$ cat src/rtl/rename_pkg.sv
`default_nettype none
// +--------------------------------------------------------------------+
// | rename_pkg : shared constants and types for the rename stage       |
// | Rev 1.0                                                            |
// +--------------------------------------------------------------------+
package rename_pkg;

    localparam int c_NUM_LREG  = 32;
    localparam int c_NUM_PREG  = 64;
    localparam int c_PAYLOAD_W = 164;
    localparam int c_LREG_W    = 5;
    localparam int c_PW        = $clog2(c_NUM_PREG);
    localparam int c_FL_DEPTH  = c_NUM_PREG - c_NUM_LREG;

    typedef logic [c_PW-1:0] preg_t;

    // One renamed lane as it leaves the stage (default configuration)
    typedef struct packed {
        logic                   valid;
        logic [c_PAYLOAD_W-1:0] payload;
        preg_t                  rs_p;
        preg_t                  rt_p;
        preg_t                  rd_p;
        preg_t                  rd_old_p;
        logic                   rd_en;
    } lane_t;

endpackage
`default_nettype wire

$ cat src/rtl/rename_freelist.sv
`default_nettype none
// +--------------------------------------------------------------------+
// | rename_freelist : circular free-tag FIFO, WAYS-wide pop/push,      |
// | speculative head restored from retire_head on flush. Rev 1.0       |
// +--------------------------------------------------------------------+
module rename_freelist
    import rename_pkg::*;
#(
    parameter int  WAYS     = 2,
    parameter int  NUM_LREG = c_NUM_LREG,
    parameter int  NUM_PREG = c_NUM_PREG,
    localparam int PW       = $clog2(NUM_PREG),
    localparam int CW       = $clog2(WAYS + 1)
) (
    input  logic               clk,
    input  logic               rst_n,
    input  logic               flush,
    input  logic [CW-1:0]      pop_cnt,
    output logic [WAYS*PW-1:0] pop_tags,
    input  logic [WAYS-1:0]    push_valid,
    input  logic [WAYS*PW-1:0] push_tags,
    output logic               can_alloc
);

    localparam int c_DEPTH = NUM_PREG - NUM_LREG;
    localparam int c_IW    = $clog2(c_DEPTH);
    localparam int c_PTRW  = c_IW + 1;

    logic [PW-1:0]     r_mem [c_DEPTH];
    logic [c_PTRW-1:0] r_head;
    logic [c_PTRW-1:0] r_retire_head;
    logic [c_PTRW-1:0] r_tail;
    logic [c_PTRW-1:0] w_free_cnt;
    logic [c_PTRW-1:0] w_retire_next;
    logic [c_IW-1:0]   w_push_addr [WAYS];
    logic [CW-1:0]     w_push_cnt;

    // Committed lanes are compacted onto consecutive tail slots in lane order
    always_comb begin : p_push
        int w_cnt;
        w_cnt = 0;
        for (int k = 0; k < WAYS; k++) begin
            w_push_addr[k] = r_tail[c_IW-1:0] + c_IW'(w_cnt);
            if (push_valid[k]) begin
                w_cnt = w_cnt + 1;
            end
        end
        w_push_cnt = CW'(w_cnt);
    end

    always_comb begin : p_pop
        pop_tags = '0;
        for (int k = 0; k < WAYS; k++) begin
            pop_tags[k*PW +: PW] = r_mem[r_head[c_IW-1:0] + c_IW'(k)];
        end
    end

    assign w_free_cnt    = r_tail - r_head;
    assign w_retire_next = r_retire_head + c_PTRW'(w_push_cnt);
    assign can_alloc     = w_free_cnt >= c_PTRW'(WAYS);

    always_ff @(posedge clk or negedge rst_n) begin : p_regs
        if (!rst_n) begin
            for (int k = 0; k < c_DEPTH; k++) begin
                r_mem[k] <= PW'(NUM_LREG + k);
            end
            r_head        <= '0;
            r_retire_head <= '0;
            r_tail        <= c_PTRW'(c_DEPTH);
        end else begin
            for (int k = 0; k < WAYS; k++) begin
                if (push_valid[k]) begin
                    r_mem[w_push_addr[k]] <= push_tags[k*PW +: PW];
                end
            end
            r_tail        <= r_tail + c_PTRW'(w_push_cnt);
            r_retire_head <= w_retire_next;
            r_head        <= flush ? w_retire_next : r_head + c_PTRW'(pop_cnt);
        end
    end

    a_no_overflow : assert property (@(posedge clk) disable iff (!rst_n)
        w_free_cnt <= c_PTRW'(c_DEPTH));

endmodule
`default_nettype wire

$ cat src/rtl/rename_unit.sv
`default_nettype none
// +--------------------------------------------------------------------+
// | rename_unit : N-wide register rename stage with speculative and    |
// | architectural RATs and a registered valid/ready output. Rev 1.0    |
// +--------------------------------------------------------------------+
module rename_unit
    import rename_pkg::*;
#(
    parameter int  WAYS      = 2,
    parameter int  NUM_LREG  = c_NUM_LREG,
    parameter int  NUM_PREG  = c_NUM_PREG,
    parameter int  PAYLOAD_W = c_PAYLOAD_W,
    localparam int PW        = $clog2(NUM_PREG)
) (
    input  logic                      clk,
    input  logic                      rst_n,
    input  logic                      flush,
    input  logic                      in_valid,
    output logic                      in_ready,
    input  logic [WAYS-1:0]           in_lane_valid,
    input  logic [WAYS*PAYLOAD_W-1:0] in_payload,
    input  logic [WAYS*5-1:0]         in_rs_l,
    input  logic [WAYS*5-1:0]         in_rt_l,
    input  logic [WAYS*5-1:0]         in_rd_l,
    input  logic [WAYS-1:0]           in_rd_en,
    output logic                      out_valid,
    input  logic                      out_ready,
    output logic [WAYS-1:0]           out_lane_valid,
    output logic [WAYS*PAYLOAD_W-1:0] out_payload,
    output logic [WAYS*PW-1:0]        out_rs_p,
    output logic [WAYS*PW-1:0]        out_rt_p,
    output logic [WAYS*PW-1:0]        out_rd_p,
    output logic [WAYS*PW-1:0]        out_rd_old_p,
    output logic [WAYS-1:0]           out_rd_en,
    input  logic [WAYS-1:0]           cm_valid,
    input  logic [WAYS*5-1:0]         cm_rd_l,
    input  logic [WAYS*PW-1:0]        cm_rd_p,
    input  logic [WAYS*PW-1:0]        cm_rd_old_p
);

    localparam int c_CW = $clog2(WAYS + 1);
    localparam int c_LW = c_LREG_W;

    logic [PW-1:0]        r_spec_rat [NUM_LREG];
    logic [PW-1:0]        r_arch_rat [NUM_LREG];
    logic [PW-1:0]        w_arch_next [NUM_LREG];
    logic [WAYS-1:0]      w_need;
    logic [WAYS-1:0]      w_cm_push;
    logic [WAYS*PW-1:0]   w_pop_tags;
    logic [PW-1:0]        w_rd_p [WAYS];
    logic [PW-1:0]        w_src [WAYS][3];
    logic [c_CW-1:0]      w_pop_cnt;
    logic                 w_can_alloc;
    logic                 w_fire;

    logic                      r_out_valid;
    logic [WAYS-1:0]           r_lane_valid;
    logic [WAYS*PAYLOAD_W-1:0] r_payload;
    logic [WAYS*PW-1:0]        r_rs_p;
    logic [WAYS*PW-1:0]        r_rt_p;
    logic [WAYS*PW-1:0]        r_rd_p;
    logic [WAYS*PW-1:0]        r_rd_old_p;
    logic [WAYS-1:0]           r_rd_en;

    always_comb begin : p_need
        w_need    = '0;
        w_cm_push = '0;
        for (int j = 0; j < WAYS; j++) begin
            w_need[j]    = in_lane_valid[j] && in_rd_en[j] && (in_rd_l[j*c_LW +: c_LW] != '0);
            w_cm_push[j] = cm_valid[j] && (cm_rd_l[j*c_LW +: c_LW] != '0);
        end
    end

    // Admission does not look at the group contents, so a full-width group always fits
    assign in_ready = !flush && (!r_out_valid || out_ready) && w_can_alloc;
    assign w_fire   = in_valid && in_ready;

    always_comb begin : p_alloc
        int w_cnt;
        w_cnt = 0;
        for (int j = 0; j < WAYS; j++) begin
            w_rd_p[j] = '0;
            if (w_need[j]) begin
                w_rd_p[j] = w_pop_tags[w_cnt*PW +: PW];
                w_cnt     = w_cnt + 1;
            end
        end
        w_pop_cnt = w_fire ? c_CW'(w_cnt) : '0;
    end

    // Index 0 = rs, 1 = rt, 2 = rd; youngest earlier writer in the group wins
    always_comb begin : p_lookup
        logic [c_LW-1:0] w_lreg;
        w_lreg = '0;
        for (int j = 0; j < WAYS; j++) begin
            for (int s = 0; s < 3; s++) begin
                case (s)
                    0:       w_lreg = in_rs_l[j*c_LW +: c_LW];
                    1:       w_lreg = in_rt_l[j*c_LW +: c_LW];
                    default: w_lreg = in_rd_l[j*c_LW +: c_LW];
                endcase
                w_src[j][s] = (w_lreg == '0) ? '0 : r_spec_rat[w_lreg];
                for (int i = 0; i < j; i++) begin
                    if (w_need[i] && (in_rd_l[i*c_LW +: c_LW] == w_lreg)) begin
                        w_src[j][s] = w_rd_p[i];
                    end
                end
            end
        end
    end

    always_comb begin : p_arch_next
        for (int l = 0; l < NUM_LREG; l++) begin
            w_arch_next[l] = r_arch_rat[l];
        end
        for (int j = 0; j < WAYS; j++) begin
            if (w_cm_push[j]) begin
                w_arch_next[cm_rd_l[j*c_LW +: c_LW]] = cm_rd_p[j*PW +: PW];
            end
        end
    end

    always_ff @(posedge clk or negedge rst_n) begin : p_rat
        if (!rst_n) begin
            for (int l = 0; l < NUM_LREG; l++) begin
                r_spec_rat[l] <= PW'(l);
                r_arch_rat[l] <= PW'(l);
            end
        end else begin
            for (int l = 0; l < NUM_LREG; l++) begin
                r_arch_rat[l] <= w_arch_next[l];
            end
            if (flush) begin
                for (int l = 0; l < NUM_LREG; l++) begin
                    r_spec_rat[l] <= w_arch_next[l];
                end
            end else if (w_fire) begin
                for (int j = 0; j < WAYS; j++) begin
                    if (w_need[j]) begin
                        r_spec_rat[in_rd_l[j*c_LW +: c_LW]] <= w_rd_p[j];
                    end
                end
            end
        end
    end

    always_ff @(posedge clk or negedge rst_n) begin : p_out
        if (!rst_n) begin
            r_out_valid  <= 1'b0;
            r_lane_valid <= '0;
            r_payload    <= '0;
            r_rs_p       <= '0;
            r_rt_p       <= '0;
            r_rd_p       <= '0;
            r_rd_old_p   <= '0;
            r_rd_en      <= '0;
        end else if (flush) begin
            r_out_valid <= 1'b0;
        end else if (w_fire) begin
            r_out_valid  <= 1'b1;
            r_lane_valid <= in_lane_valid;
            r_payload    <= in_payload;
            r_rd_en      <= w_need;
            for (int j = 0; j < WAYS; j++) begin
                r_rs_p[j*PW +: PW]     <= w_src[j][0];
                r_rt_p[j*PW +: PW]     <= w_src[j][1];
                r_rd_p[j*PW +: PW]     <= w_rd_p[j];
                r_rd_old_p[j*PW +: PW] <= w_need[j] ? w_src[j][2] : '0;
            end
        end else if (out_ready) begin
            r_out_valid <= 1'b0;
        end
    end

    assign out_valid      = r_out_valid;
    assign out_lane_valid = r_lane_valid;
    assign out_payload    = r_payload;
    assign out_rs_p       = r_rs_p;
    assign out_rt_p       = r_rt_p;
    assign out_rd_p       = r_rd_p;
    assign out_rd_old_p   = r_rd_old_p;
    assign out_rd_en      = r_rd_en;

    rename_freelist #(
        .WAYS     (WAYS),
        .NUM_LREG (NUM_LREG),
        .NUM_PREG (NUM_PREG)
    ) u_freelist (
        .clk        (clk),
        .rst_n      (rst_n),
        .flush      (flush),
        .pop_cnt    (w_pop_cnt),
        .pop_tags   (w_pop_tags),
        .push_valid (w_cm_push),
        .push_tags  (cm_rd_old_p),
        .can_alloc  (w_can_alloc)
    );

endmodule
`default_nettype wire

$ cat config.mk
export PLATFORM = sky130hd
export DESIGN_NAME = rename_unit
export DESIGN_NICKNAME = d
export VERILOG_FILES = /design/src/rtl/rename_pkg.sv /design/src/rtl/rename_freelist.sv /design/src/rtl/rename_unit.sv
export SDC_FILE = /design/constraint.sdc
export NUM_CORES = 2
export LEC_CHECK = 0
export BUFFER_PORTS_ARGS = -buffer_cell sky130_fd_sc_hd__buf_4
export CORE_MARGIN = 2
export CORE_UTILIZATION = 40
export CTS_BUF_LIST = sky130_fd_sc_hd__clkbuf_4 sky130_fd_sc_hd__clkbuf_8
export DETAILED_ROUTE_END_ITERATION = 8
export GPL_ROUTABILITY_DRIVEN = 0
export SYNTH_ARGS = -nofsm -noshare
export SYNTH_HDL_FRONTEND = slang
export SYNTH_SLANG_ARGS = --single-unit
$ cat constraint.sdc
create_clock -name clk -period 11.7 [get_ports clk]
set_input_delay 3.51 -clock clk [delete_from_list [all_inputs] [get_ports clk]]
set_output_delay 3.51 -clock clk [all_outputs]
set_load 0.005 [all_outputs]
Yosys cells after proc, flatten, opt, wreduce, memory -nomap -nowiden
Cells that the tools add are included.

$add $sub $neg: 8. $mul: 1. $lt $le $gt $ge: 19. Eq/ne operators: 3. Shifts and indexed selects: 1. Muxes and demuxes: 74. Bitwise logic cells: 13. Reductions and logical operators: 34.

Operators with widths (count): 192-bit 2-to-1 mux (10); 192-bit bitwise mux (6); 6-bit binary-select mux with 5-bit select (8); 6-bit 2-to-1 mux (36); 6-bit demux with 5-bit select (6); 6-bit >= comparator, second input constant (12); 5-bit inverter with 6-bit output (12); 6-bit by 1-bit < comparator with 1-bit output, second input constant (6); 32-bit by 3-bit multiplier with 31-bit output, second input constant (1); 12-bit by 32-bit variable part select with 6-bit output (1); 5-bit zero test (6); 5-bit nonzero test (4); 6-bit by 2-bit adder with 6-bit output (3); 1-bit logical AND (18); 5-bit == test (3); 6-bit by 2-bit >= comparator with 1-bit output, second input constant (1); 2-bit 2-to-1 mux (3); 6-bit subtractor (1); 5-bit by 1-bit adder with 5-bit output (1); 5-bit by 1-bit adder with 5-bit output, second input constant (1); 1-bit 2-to-1 mux (5); 1-bit by 1-bit adder with 2-bit output, second input constant (2); 3-bit nonzero test (1); 1-bit zero test (2); 4 further kinds (4).

Register bits after elaboration: 975. Input port bits: 403.

Longest topological paths before layout
Depth in word-level cells: 13. Gate-level depth with buffers: 22. Gate-level depth less buffers: 17.

Hierarchy
A second synthesis with hierarchy kept.

Cells, all modules: 5771. Area total of the unflattened synthesis: 60589.4 µm².

By module, submodules not included: rename_unit (instances 1, cells an instance 4586, area each 46071.7 µm², sequential area each 19343.6 µm²); rename_freelist (instances 1, cells an instance 1185, area each 14517.7 µm², sequential area each 5396.4 µm²).

Worst setup path before layout
Ideal clock, no wire load.

Path kind: input port to output port. Start: in flush. End: out in_ready. Arrival time: 4.695 ns. Required time: 8.190 ns. Slack: 3.495 ns. Stages on the path: 5. Buffers on the path: 4. Cell sequence: clkbuf_1 clkbuf_1 buf_1 clkbuf_1 nor3_1.

Longest elaborated chain between the ends: 3.

RTL lines: start: declaration (line rename_unit.sv:17) `input logic flush,`; 1-bit zero test (line rename_unit.sv:75) `assign in_ready = !flush && (!r_out_valid || out_ready) && w_can_alloc;`; 1-bit logical AND (2 in a row) (line rename_unit.sv:75); end: declaration (line rename_unit.sv:19) `output logic in_ready,`.

Every way passes these cells.

Worst setup path after layout
Same ends and word-level chain as after synthesis.

==> impl_metrics.csv <==
group,metric,value,unit
power,seqPwrFrac,0.357,
clock_tree,cts.clk_slew.worst_paths,0.06,ns
synthesis,yosys.area.top_type,"dfrtp_1",
sta,setup_tns,0,ns
clock_tree,clk_latency,0.91,ns
floorplanning,initial_core_util,0.404,
cells_and_area,fill_cells,13500,
clock_tree,cts_buffers,175,
clock_tree,clock_sinks,975,
min_path,worstHoldPathType,"reg -> reg",
synthesis,synth_seq_cells,975,
clock_tree,htree_num_levels,4,
synthesis,async_flop_share,1.00,
setup_path,r2r_setup_slack,6.16,ns
power,swShare,0.429,
setup_path,worst_r2r_endpoint,"r_spec_rat[81]$_DFFE_PN0P_",
floorplanning,die_area,0.146,sq mm
cells_and_area,layout-drive-gt1-share,0.294,
setup_path,required,8.19,ns
route,routed-via-count,51200,
clock_tree,cts_buffer_depth,3,
floorplanning,core_area,0.142,sq mm
synthesis,syn_nets,6091,
cells_and_area,final_cells,8243,
sta,fin_skew,0.0517,ns
setup_path,cp-start-kind,"input port",
synthesis,syn_inst,5668,
route,wirelength,250000,um
sta,max_slew_margin,0.0871,
floorplanning,die_w,382,um
route,viasPerCell,6.22,
power,p_per_area,252,mW/mm^2
setup_path,crit_type,"in -> out",
sta,timing.final.crit_share,0.674,
power,p_leak,30.2,nW
synthesis,syn_area,0.0573,sq mm
global_routing,first_global_vias,48900,
power,vdd_ir_drop_max,0.295,mV
sta,hold_viol_final,0,
min_path,worstHoldStart,"r_arch_rat[190]$_DFF_PN0_",
clock_tree,clock-root-buffer,"clkbuf_8",
power,cellInternalPower,0.00979,W
global_routing,overflow,0,
synthesis,yosysUniqueCellTypes,78,
placement,dp_hpwl,176000,um
synthesis,ys_top_cells_by_area,"dfrtp_1, mux4_2, dfstp_2",
route,firstDrtPassIters,7,
run,cap_violations,0,
clock_tree,postCtsSetupBuffers,0,
floorplanning,dieHeight,382,um
setup_path,worstSetupEndpointType,"output pin",
route,drtAntennaViolNets,0,
power,p_clk_frac,0.210,
setup_path,ff2ff_path_depth,9,
synthesis,syn_area_per_cell,10.1,sq um
min_path,whs_path_depth,0,
global_routing,antenna_found_initial,16,
setup_path,crit_fanout,81,
cells_and_area,syn_to_final_growth,18.8,%
power,p_sw,0.00735,W
setup_path,cp.arrival,4.37,ns
synthesis,synth-edff-count,0,
sta,rsz0062_at_grt,"false",
clock_tree,cts_tree,"done",
synthesis,synth_ff_type,"dfrtp_1",
route,routedWlPerCell,30.4,um
sta,timing.fmax,127,MHz
placement,dp.cells,7906,
floorplanning,rows,138,
route,drc,0,
setup_path,crit-reg2reg-launch,"u_freelist.r_head[0]$_DFF_PN0_",
route,drtIter0Drc,7079,
placement,io_buffers,784,
run_status,status,"finished clean",
sta,tightest_slew,1.36,ns
global_routing,grt_first_pass_wirelength,354000,um
clock_tree,cts_hold_buf,0,
power,comb_power_share,0.433,
synthesis,synth.top_cell.area_share,0.307,
global_routing,grt_max_degree,230,
cells_and_area,nets,6616,
sta,slew_violations,0,
floorplanning,io_pins,785,
sta,fin_crit,7.88,ns
global_routing,track_usage,0.332,
min_path,min_to,"r_arch_rat[190]$_DFF_PN0_",
clock_tree,ctsResizeCount,0,
synthesis,synth_seq_area_share,0.432,
synthesis,yosys_warnings,0,
sta,setup_viol,0,
stage by stage:
step                total power [W]  cell area, sq um   util  worst slack [ns]  hold slack [ns]
finish                       0.0171             68100  0.480              3.82            0.372
global route                 0.0178             68100  0.480              3.78            0.386
CTS                          0.0169             68100  0.479              3.83            0.376
detailed placement           0.0132             64200  0.452              3.83            0.362
global placement             0.0131             64200  0.452              3.87            0.360
floorplan                   0.00969             57300      -              3.50            0.424
kinds of logic after synthesis:
group	count (synthesis)	synth area share
compound gates	1122	0.132
xor+xnor	33	0.00550
fa+ha+maj	20	0.00489
buf+inv	582	0.0413
flops	975	0.432
mux	940	0.243
simple gates	1996	0.142
power by group through the flow:
stage	logic (W)	clock network, W	registers (W)
3_3_place_gp	0.00708	0	0.00601
2_1_floorplan	0.00416	0	0.00553
5_1_grt	0.00773	0.00380	0.00621
4_1_cts	0.00718	0.00365	0.00603
6_report	0.00741	0.00360	0.00612
3_5_place_dp	0.00717	0	0.00605
area by class of cell:
cell class / instances / area [sq um] / share of cell area
multi-input cells: 4111 / 30300 / 0.445
flip-flops and latches: 975 / 24700 / 0.363
repair buffers: 846 / 6420 / 0.0944
clock buffers: 291 / 3510 / 0.0516
well taps: 1890 / 2360 / 0.0347
clock inverters: 33 / 388 / 0.00570
inverters: 84 / 315 / 0.00463
diodes: 13 / 32.5 / 0.000478
critical path: stages:
cell	delay (ns)
buf_6	0.53
nor3_1	0.15
buf_4	0.17
routing by layer:
metal  GRT usage  wire [um]
met5           0        131
met4       0.147      13100
met3       0.153      35700
met2       0.482     107000
met1       0.422      94200
cells in the mapped netlist, types with 8 or more instances:
cell type  instances
nand2_1         1360
dfrtp_1          702
mux2i_1          562
nor2_1           377
mux4_2           358
clkbuf_1         351
dfstp_2          273
o21ai_0          255
a21oi_1          235
a22o_1           100
inv_1             83
a221o_1           79
buf_1             67
a32oi_1           65
o21ai_1           63
buf_2             59
a21o_1            50
nand3_1           48
nor2b_1           39
a22oi_1           37
o211ai_1          36
nor3_1            34
o22ai_1           33
a221oi_1          28
nor4_1            24
a31oi_1           22
nand2b_1          22
o221ai_1          21
a211oi_1          20
mux2_2            20
and2_1            19
xnor2_1           19
a2111oi_0         18
ha_1              16
buf_4             13
a222oi_1          12
nand4_1           12
xor2_1            12
a31o_2            11
a21bo_1           10
or2_2             10
and3_1             9
buf_6              8
cell usage in the layout (no fill, tap or decap), types with 13 or more instances in the layout:
master and n:
nand3_1 48, a21o_1 50, nor4_1 24, a32oi_1 65
a211oi_1 20, nand2_1 1360, a31oi_1 22, xnor2_1 19
buf_4 839, nand2b_1 22, a22o_1 100, clkinv_2 14
inv_1 83, a21oi_1 235, o21ai_1 63, a2111oi_0 14
ha_1 15, o211ai_1 36, mux2i_1 562, mux4_2 358
nor2b_1 39, clkbuf_4 79, a22oi_1 37, clkbuf_8 212
nor2_1 375, and2_1 17, o22ai_1 32, a221o_1 79
nor3_1 34, mux2_2 20, o21ai_0 254, dfstp_2 273
o221ai_1 21, diode_2 13, dfrtp_1 701, a221oi_1 28
worst max path at each step:
stage	depth (start not counted)	start	endpoint	slack [ns]
final	3	flush	in_ready	3.82
after global routing	3	flush	in_ready	3.78
after CTS	3	flush	in_ready	3.83
after detailed placement	3	flush	in_ready	3.83
after global placement	3	flush	in_ready	3.87
after floorplan	5	flush	in_ready	3.50
flip-flops by register name, summed over array words and instances, names as in the netlist:
| register | flops |
|---|---|
| out_lane_valid | 2 |
| out_rt_p | 12 |
| u_freelist.r_mem | 192 |
| out_rs_p | 12 |
| out_rd_en | 2 |
| u_freelist.r_retire_head | 6 |
| u_freelist.r_tail | 6 |
| out_rd_p | 12 |
| out_payload | 328 |
| out_rd_old_p | 12 |
| out_valid | 1 |
| u_freelist.r_head | 6 |
| r_spec_rat | 192 |
| r_arch_rat | 192 |
(Power assumes the default switching activity.)
